`config.mk`:
```
export PLATFORM = sky130hd
export DESIGN_NAME = sha256_pad_ctrl_flat
export DESIGN_NICKNAME = d
export VERILOG_FILES = /design/src/rtl/sha256_pad_ctrl_pkg.sv /design/src/rtl/sha256_pad_ctrl_if.sv /design/src/rtl/sha256_pad_ctrl_buf.sv /design/src/rtl/sha256_pad_ctrl.sv /design/src/flat_wrapper.sv
export SDC_FILE = /design/constraint.sdc
export NUM_CORES = 2
export LEC_CHECK = 0
export ABC_AREA = 1
export ABC_CLOCK_PERIOD_IN_PS = 4500
export BUFFER_PORTS_ARGS = -buffer_cell sky130_fd_sc_hd__buf_4
export CAP_MARGIN = 20
export CORE_AREA = 4 4 507 509
export CTS_CLUSTER_SIZE = 20
export DETAILED_ROUTE_END_ITERATION = 16
export DIE_AREA = 0 0 511 513
export PLACE_DENSITY = 0.33
export SKIP_CTS_REPAIR_TIMING = 1
export SLEW_MARGIN = 20
export SYNTH_ARGS = -nofsm -noshare
export SYNTH_HDL_FRONTEND = slang
export SYNTH_SLANG_ARGS = --single-unit
export TNS_END_PERCENT = 20
```
`constraint.sdc`:
```
create_clock -name i_clk -period 4.5 [get_ports i_clk]
set_clock_uncertainty 0.05 [all_clocks]
set_input_delay 0.225 -clock i_clk [delete_from_list [all_inputs] [get_ports i_clk]]
set_output_delay 0.225 -clock i_clk [all_outputs]
set_load 0.02 [all_outputs]
```
`src/rtl/sha256_pad_ctrl_pkg.sv`:
```
// rtl/sha256_pad_ctrl_pkg.sv - shared constants and state types for the sha256 padding controller
package sha256_pad_ctrl_pkg;

  localparam logic [255:0] H0 = {32'h6a09e667, 32'hbb67ae85, 32'h3c6ef372, 32'ha54ff53a,
                                 32'h510e527f, 32'h9b05688c, 32'h1f83d9ab, 32'h5be0cd19};

  localparam int BLOCK_BYTES = 64;
  localparam int LEN_OFS     = 56;

  typedef enum logic [2:0] {
    ST_IDLE,
    ST_FILL,
    ST_RUN,
    ST_PAD,
    ST_PAD2,
    ST_DONE
  } state_e;

  // What the FSM does once the core returns the block currently in flight
  typedef enum logic [1:0] {
    NX_FILL,
    NX_PAD,
    NX_PAD2,
    NX_DONE
  } after_e;

endpackage

```
`src/rtl/sha256_pad_ctrl_if.sv`:
```
// rtl/sha256_pad_ctrl_if.sv - byte stream, core and digest handshakes of the padding controller
interface sha256_pad_ctrl_if;

  logic [7:0]   in_data;
  logic         in_valid;
  logic         in_last;
  logic         in_ready;
  logic [255:0] core_H;
  logic [511:0] core_M;
  logic         core_start;
  logic [255:0] core_H_res;
  logic         core_done;
  logic [255:0] dig_data;
  logic         dig_valid;
  logic         dig_ready;

  // Environment side: message source, hash core and digest sink
  modport master (
    output in_data, in_valid, in_last, core_H_res, core_done, dig_ready,
    input  in_ready, core_H, core_M, core_start, dig_data, dig_valid
  );

  // Controller side
  modport slave (
    input  in_data, in_valid, in_last, core_H_res, core_done, dig_ready,
    output in_ready, core_H, core_M, core_start, dig_data, dig_valid
  );

endinterface

```
`src/rtl/sha256_pad_ctrl_buf.sv`:
```
// rtl/sha256_pad_ctrl_buf.sv - 64-byte block register with byte write and padding tail insert
module sha256_pad_ctrl_buf
  import sha256_pad_ctrl_pkg::*;
(
  input  logic         i_clk,
  input  logic         i_rst_n,
  input  logic         i_wr,
  input  logic [5:0]   i_ptr,
  input  logic [7:0]   i_data,
  input  logic         i_fill,
  input  logic [6:0]   i_fill_from,
  input  logic         i_mark,
  input  logic         i_len_en,
  input  logic [63:0]  i_len,
  output logic [511:0] o_block
);

  logic [511:0] r_block;

  // Byte 0 sits in the top byte; the tail from i_fill_from up gets 0x80, zeros and optionally the length
  always_ff @(posedge i_clk) begin
    if (!i_rst_n) begin
      r_block <= '0;
    end else begin
      for (int i = 0; i < BLOCK_BYTES; i++) begin
        if (i_wr && (i_ptr == 6'(i))) begin
          r_block[511-8*i -: 8] <= i_data;
        end
        if (i_fill && (7'(i) >= i_fill_from)) begin
          if (i_mark && (7'(i) == i_fill_from)) begin
            r_block[511-8*i -: 8] <= 8'h80;
          end else if (i_len_en && (i >= LEN_OFS)) begin
            r_block[511-8*i -: 8] <= i_len[8*(BLOCK_BYTES-1-i) +: 8];
          end else begin
            r_block[511-8*i -: 8] <= 8'h00;
          end
        end
      end
    end
  end

  assign o_block = r_block;

endmodule

```
`src/rtl/sha256_pad_ctrl.sv`:
```
// rtl/sha256_pad_ctrl.sv - sha256 message padder and block sequencer feeding the round core
module sha256_pad_ctrl
  import sha256_pad_ctrl_pkg::*;
#(
  parameter int LEN_W    = 64,
  parameter int CORE_LAT = 66
) (
  input  logic             i_clk,
  input  logic             i_rst_n,
  sha256_pad_ctrl_if.slave bus,
  output logic             o_err
);

  localparam int WD_W = $clog2(CORE_LAT + 1);

  state_e           r_state, w_state_nxt;
  after_e           r_after, w_after_nxt;
  logic [5:0]       r_ptr;
  logic [LEN_W-1:0] r_len;
  logic [LEN_W-1:0] w_len_nxt;
  logic [255:0]     r_core_H;
  logic             r_core_start;
  logic             r_err;
  logic [WD_W-1:0]  r_wdog;

  logic             w_in_ready;
  logic             w_wr;
  logic             w_fill;
  logic             w_mark;
  logic             w_len_en;
  logic [6:0]       w_fill_from;
  logic [63:0]      w_len_field;
  logic [511:0]     w_block;
  logic             w_start_nxt;

  assign w_len_nxt   = r_len + LEN_W'(8);
  // In FILL the length field must already count the byte being written this cycle
  assign w_len_field = (r_state == ST_FILL) ? 64'(w_len_nxt) : 64'(r_len);
  assign w_start_nxt = (w_state_nxt == ST_RUN) && (r_state != ST_RUN);

  // Next-state and block-buffer control
  always_comb begin
    w_state_nxt = r_state;
    w_after_nxt = r_after;
    w_in_ready  = 1'b0;
    w_wr        = 1'b0;
    w_fill      = 1'b0;
    w_fill_from = 7'd0;
    w_mark      = 1'b0;
    w_len_en    = 1'b0;
    case (r_state)
      ST_IDLE: w_state_nxt = ST_FILL;
      ST_FILL: begin
        w_in_ready = 1'b1;
        if (bus.in_valid) begin
          w_wr = 1'b1;
          if (bus.in_last) begin
            w_state_nxt = ST_RUN;
            w_fill_from = 7'(r_ptr) + 7'd1;
            if (r_ptr <= 6'(LEN_OFS - 2)) begin
              w_fill      = 1'b1;
              w_mark      = 1'b1;
              w_len_en    = 1'b1;
              w_after_nxt = NX_DONE;
            end else if (r_ptr != 6'(BLOCK_BYTES - 1)) begin
              w_fill      = 1'b1;
              w_mark      = 1'b1;
              w_after_nxt = NX_PAD2;
            end else begin
              w_after_nxt = NX_PAD;
            end
          end else if (r_ptr == 6'(BLOCK_BYTES - 1)) begin
            w_state_nxt = ST_RUN;
            w_after_nxt = NX_FILL;
          end
        end
      end
      ST_RUN: begin
        if (bus.core_done) begin
          case (r_after)
            NX_FILL: w_state_nxt = ST_FILL;
            NX_PAD:  w_state_nxt = ST_PAD;
            NX_PAD2: w_state_nxt = ST_PAD2;
            default: w_state_nxt = ST_DONE;
          endcase
        end
      end
      ST_PAD: begin
        w_fill      = 1'b1;
        w_mark      = 1'b1;
        w_len_en    = 1'b1;
        w_after_nxt = NX_DONE;
        w_state_nxt = ST_RUN;
      end
      ST_PAD2: begin
        w_fill      = 1'b1;
        w_len_en    = 1'b1;
        w_after_nxt = NX_DONE;
        w_state_nxt = ST_RUN;
      end
      ST_DONE: begin
        if (bus.dig_ready) begin
          w_state_nxt = ST_IDLE;
        end
      end
      default: w_state_nxt = ST_IDLE;
    endcase
  end

  // State, byte pointer, length, chaining state and core watchdog
  always_ff @(posedge i_clk) begin
    if (!i_rst_n) begin
      r_state      <= ST_IDLE;
      r_after      <= NX_FILL;
      r_ptr        <= '0;
      r_len        <= '0;
      r_core_H     <= H0;
      r_core_start <= 1'b0;
      r_err        <= 1'b0;
      r_wdog       <= '0;
    end else begin
      r_state      <= w_state_nxt;
      r_after      <= w_after_nxt;
      r_core_start <= w_start_nxt;
      if (w_wr) begin
        r_ptr <= r_ptr + 6'd1;
        r_len <= w_len_nxt;
      end
      if ((r_state == ST_RUN) && bus.core_done) begin
        r_core_H <= bus.core_H_res;
        r_ptr    <= '0;
      end
      if ((r_state == ST_DONE) && bus.dig_ready) begin
        r_core_H <= H0;
        r_len    <= '0;
      end
      // r_wdog equals the number of cycles since core_start; it saturates at the bound
      if (r_core_start) begin
        r_wdog <= WD_W'(1);
      end else if ((r_state == ST_RUN) && (r_wdog != WD_W'(CORE_LAT))) begin
        r_wdog <= r_wdog + WD_W'(1);
      end
      if ((r_state == ST_RUN) && !r_core_start && !bus.core_done && (r_wdog == WD_W'(CORE_LAT))) begin
        r_err <= 1'b1;
      end
    end
  end

  sha256_pad_ctrl_buf u_buf (
    .i_clk       (i_clk),
    .i_rst_n     (i_rst_n),
    .i_wr        (w_wr),
    .i_ptr       (r_ptr),
    .i_data      (bus.in_data),
    .i_fill      (w_fill),
    .i_fill_from (w_fill_from),
    .i_mark      (w_mark),
    .i_len_en    (w_len_en),
    .i_len       (w_len_field),
    .o_block     (w_block)
  );

  assign bus.in_ready   = w_in_ready;
  assign bus.core_H     = r_core_H;
  assign bus.core_M     = w_block;
  assign bus.core_start = r_core_start;
  assign bus.dig_valid  = (r_state == ST_DONE);
  assign bus.dig_data   = (r_state == ST_DONE) ? r_core_H : '0;
  assign o_err          = r_err;

endmodule

```
`src/flat_wrapper.sv`:
```
// flat-port wrapper written by rule: the top's interface ports become plain ports
module sha256_pad_ctrl_flat import sha256_pad_ctrl_pkg::*;
#(
  parameter int LEN_W    = 64,
  parameter int CORE_LAT = 66
)
  (i_clk, i_rst_n, o_err, bus_in_data, bus_in_valid, bus_in_last, bus_core_H_res, bus_core_done, bus_dig_ready, bus_in_ready, bus_core_H, bus_core_M, bus_core_start, bus_dig_data, bus_dig_valid);
  sha256_pad_ctrl_if bus_i ();
  input  logic i_clk;
  input  logic i_rst_n;
  output logic o_err;
  input wire logic [$bits(bus_i.in_data)-1:0] bus_in_data;
  input wire logic [$bits(bus_i.in_valid)-1:0] bus_in_valid;
  input wire logic [$bits(bus_i.in_last)-1:0] bus_in_last;
  input wire logic [$bits(bus_i.core_H_res)-1:0] bus_core_H_res;
  input wire logic [$bits(bus_i.core_done)-1:0] bus_core_done;
  input wire logic [$bits(bus_i.dig_ready)-1:0] bus_dig_ready;
  output wire logic [$bits(bus_i.in_ready)-1:0] bus_in_ready;
  output wire logic [$bits(bus_i.core_H)-1:0] bus_core_H;
  output wire logic [$bits(bus_i.core_M)-1:0] bus_core_M;
  output wire logic [$bits(bus_i.core_start)-1:0] bus_core_start;
  output wire logic [$bits(bus_i.dig_data)-1:0] bus_dig_data;
  output wire logic [$bits(bus_i.dig_valid)-1:0] bus_dig_valid;
  assign bus_i.in_data = bus_in_data;
  assign bus_i.in_valid = bus_in_valid;
  assign bus_i.in_last = bus_in_last;
  assign bus_i.core_H_res = bus_core_H_res;
  assign bus_i.core_done = bus_core_done;
  assign bus_i.dig_ready = bus_dig_ready;
  assign bus_in_ready = bus_i.in_ready;
  assign bus_core_H = bus_i.core_H;
  assign bus_core_M = bus_i.core_M;
  assign bus_core_start = bus_i.core_start;
  assign bus_dig_data = bus_i.dig_data;
  assign bus_dig_valid = bus_i.dig_valid;
  sha256_pad_ctrl #(.LEN_W(LEN_W), .CORE_LAT(CORE_LAT)) u_core (.i_clk(i_clk), .i_rst_n(i_rst_n), .bus(bus_i), .o_err(o_err));
endmodule
```
==> results.rst <==
.. list-table::
   :header-rows: 1

   * - Metric
     - Value
   * - Clock-pin transition on the worst setup and hold timing paths
     - 60 ps
   * - Post-synthesis net count
     - 5,630
   * - End-of-flow core utilization
     - 22.62%
   * - Post-Syn Area
     - 37,000 sq um
   * - RSZ-0062 raised after global routing
     - false
   * - Wire length of the first global-routing pass
     - 393,100 microns
   * - Die H
     - 513 microns
   * - Area of the multi-input gates
     - 16,670 sq um
   * - Cell with the most instances after synthesis
     - sky130_fd_sc_hd__nor2_1
   * - Maximum root-to-sink buffer count
     - 3
   * - Sequential element share of the synthesized area
     - 45.93%
   * - CP arrival
     - 3470 ps
   * - Minimum setup slack among reg-to-reg paths
     - 790 ps
   * - Status
     - completed
   * - Synthesized netlist cell count
     - 5,353
   * - Quantity of I/O buffers inserted on ports
     - 1,297
   * - Num Clock Sinks
     - 849
   * - Number of fill cells
     - 28,542
   * - Total number of vias
     - 42,625
   * - TritonCTS clock tree
     - done
   * - Number of cells on the worst reg-to-reg path
     - 10
   * - Routed via count divided by cell count
     - 4.141
   * - Number of global-route vias before repair
     - 40,012
   * - Maximum vdd drop
     - 0.0003277 V
   * - Total clock buffers created by CTS
     - 117
   * - Cell at the root of the clock tree
     - sky130_fd_sc_hd__clkbuf_16
   * - Area share of the largest cell type after synthesis
     - 45.93%
   * - Share of cells above drive strength 1
     - 23.93%
   * - Antenna Nets Post-Route
     - 0
   * - Final-layout setup total negative slack
     - 0 ps
   * - Hold Crit Endpoint
     - u_core.bus.core_H[82]
   * - Hold path cells
     - 4
   * - Final Routed Wirelength
     - 302,800 microns
   * - Global router's overall resource usage
     - 22.07%
   * - Worst Hold Launch
     - bus_core_H_res[82]
   * - Area added between synthesis and finish
     - 54.65%
   * - Number of max-slew violations in the final report
     - 0
   * - Largest fanout of any net on the critical path
     - 53
   * - Leakage power summed over all cells
     - 25.09 nW
   * - I/O pin total
     - 1,298
   * - Most used standard cells in the synthesized netlist
     - sky130_fd_sc_hd__nor2_1 (1,054), sky130_fd_sc_hd__nand2_1 (1,013), sky130_fd_sc_hd__dfxtp_1 (849), sky130_fd_sc_hd__o21ai_0 (554), sky130_fd_sc_hd__inv_1 (547)
   * - Type of the setup path with the least slack
     - reg -> out
   * - Wire per inst
     - 29.42 microns
   * - Final min period
     - 3749 ps
   * - Main area contributors after synthesis
     - sky130_fd_sc_hd__dfxtp_1 (46%), sky130_fd_sc_hd__nor2_1 (11%), sky130_fd_sc_hd__nand2_1 (10%)
   * - Number of DRC violations after detailed routing
     - 0
   * - Worst-case headroom to the max-slew limit
     - 24.69%
   * - Count of TritonRoute iterations in the first routing pass
     - 6
   * - Worst slew pin tran
     - 1125 ps
   * - Final setup violation count
     - 0
   * - Reg2reg end
     - u_core.u_buf.o_block[266]
   * - Path type of the worst min-delay path
     - in -> reg
   * - Most common flop cell mapped by yosys
     - sky130_fd_sc_hd__dfxtp_1
   * - Number of warnings printed during yosys synthesis
     - 0
   * - Worst skew pair latency
     - 790 ps
   * - Number of library cell types mapped by synthesis
     - 50
   * - Top achievable clock speed
     - 266.7 MHz
   * - Max-cap violations
     - 0
   * - Crit path capture type
     - output port
   * - Iteration-0 DRC Markers
     - 3,122
   * - Row count
     - 185
   * - Mapped Avg Cell Area
     - 6.913 sq um
   * - Library cell occupying the most area in the post-synthesis netlist
     - sky130_fd_sc_hd__dfxtp_1
   * - Area of the placeable core
     - 253,000 sq um
   * - Chip width
     - 511 microns
   * - Die area
     - 262,100 sq um
   * - Sequential cell area
     - 17,000 sq um
   * - Pin count of the biggest net entering global routing
     - 152
   * - Final number of hold-violating endpoints
     - 0
   * - Synth async-reset ratio
     - 0%
   * - H-tree depth
     - 3
   * - GP Congestion
     - 0.9652
   * - Pwr/cell area
     - 346.7 nW/um^2
   * - Number of synthesized register bits
     - 849
   * - Share of the clock period used by the worst path
     - 83.31%
   * - Number of antenna violations at the first check in global routing
     - 55
   * - Count of flip-flops with a built-in enable after synthesis
     - 0
   * - Data required, critical path
     - 4220 ps
   * - Nature of the critical path startpoint
     - register
   * - Starting utilization of the core area
     - 14.63%
   * - Beginning of the worst register-to-register path
     - u_core.r_ptr[0]
   * - Total global routing overflow
     - 0
   * - DPL Wire Length
     - 245,900 microns
   * - Total number of nets in the final design
     - 7,078
[logic make-up after synthesis]
logic type / share of synthesized area (%)
flip-flops: 45.93
XOR/XNOR: 0.6154
buffers and inverters: 9.109
multiplexers: 0.1792
AND/OR/NAND/NOR: 25.72
AO/OA/AOI/OAI: 18.21
adder cells (fa/ha/maj): 0.2367
[metal layers]
metal  track usage [%]  up-vias  part of all wire, %
met4             7.219        2                  3.7
met5                 0        -               0.0040
li1                  -    20195                    -
met2             38.07     1552                   48
met3             7.565      298                  8.7
met1             25.48    20578                   39
[state kept, by name, indices dropped and copies added, names as in the netlist, 2 cells and up]
name / count
u_core.r_len: 61
u_core.r_ptr: 6
u_core.r_after: 2
u_core.r_wdog: 7
u_core.u_buf.o_block: 512
u_core.bus.core_H: 256
u_core.r_state: 3
[area by class of cell]
| cell class | count | area share (%) |
|---|---|---|
| diodes | 31 | 0.1356 |
| clock buffers | 175 | 5.884 |
| clock inverters | 39 | 1.014 |
| inverters | 570 | 3.776 |
| multi-input cells | 3623 | 29.13 |
| flip-flops and latches | 849 | 29.70 |
| well taps | 3366 | 7.359 |
| repair buffers | 1640 | 23.00 |
[placed cells by master (no fill, tap or decap), drive strengths merged, types with 3 or more instances in the layout]
master,synthesis,routed
o2111ai,6,6
diode,0,31
o21ai,567,567
nand2,1026,1026
mux2,5,5
inv,568,566
nand3b,10,10
clkbuf,254,175
ha,7,7
nor3,32,32
and2,4,4
nor3b,3,3
nand4,48,48
or2,13,13
o22ai,3,3
dfxtp,849,849
o211ai,55,55
nand3,162,162
o21a,8,8
dlygate4sd3,0,269
a21oi,381,381
xnor2,5,5
a211oi,172,172
bufinv,0,10
a31oi,9,9
buf,57,1371
nor2,1075,1075
clkinvlp,0,5
clkinv,2,28
xor2,21,21
[stage by stage]
| stage | cell area, sq um | worst slack [ps] | hold slack [ps] | power, W | std cells |
|---|---|---|---|---|---|
| floorplan | 37000 | 2198 | 297.5 | 0.008892 | 5353 |
| CTS | 54450 | 577.0 | -521.0 | 0.02001 | 9993 |
| finish | 57230 | 750.9 | 137.4 | 0.01984 | 10293 |
| detailed placement | 50510 | 869.9 | 389.7 | 0.01002 | 9779 |
| global placement | 50490 | 863.3 | 386.9 | 0.01002 | 9778 |
| global route | 57180 | 503.7 | 88.43 | 0.02062 | 10276 |
[critical path, cell delays in order, from the launching register on]
cell and delay, ps:
sky130_fd_sc_hd__dfxtp_1 430, sky130_fd_sc_hd__inv_2 80, sky130_fd_sc_hd__nor3_2 480, sky130_fd_sc_hd__inv_8 260
sky130_fd_sc_hd__buf_4 360, sky130_fd_sc_hd__nor2_1 680, sky130_fd_sc_hd__buf_4 270
[worst max path at each step]
stage / from / end / slack (ps) / cells past startpoint
after floorplan: u_core.r_ptr[0] / u_core.u_buf.o_block[10] / 2200 / 12
after global placement: u_core.r_state[1] / u_core.u_buf.o_block[231] / 860 / 9
after detailed placement: u_core.r_ptr[0] / u_core.u_buf.o_block[266] / 870 / 10
after CTS: u_core.r_state[2] / bus_dig_data[95] / 580 / 6
after global routing: u_core.r_state[2] / bus_dig_data[89] / 500 / 7
final: u_core.r_state[2] / bus_dig_data[151] / 750 / 6
[where the power goes]
| group | switching (W) | internal, W |
|---|---|---|
| Combinational | 0.00146 | 0.000742 |
| Clock | 0.00405 | 0.00573 |
| Sequential | 0.000158 | 0.00770 |
| Total | 0.00567 | 0.0142 |
(Power assumes the default switching activity.)
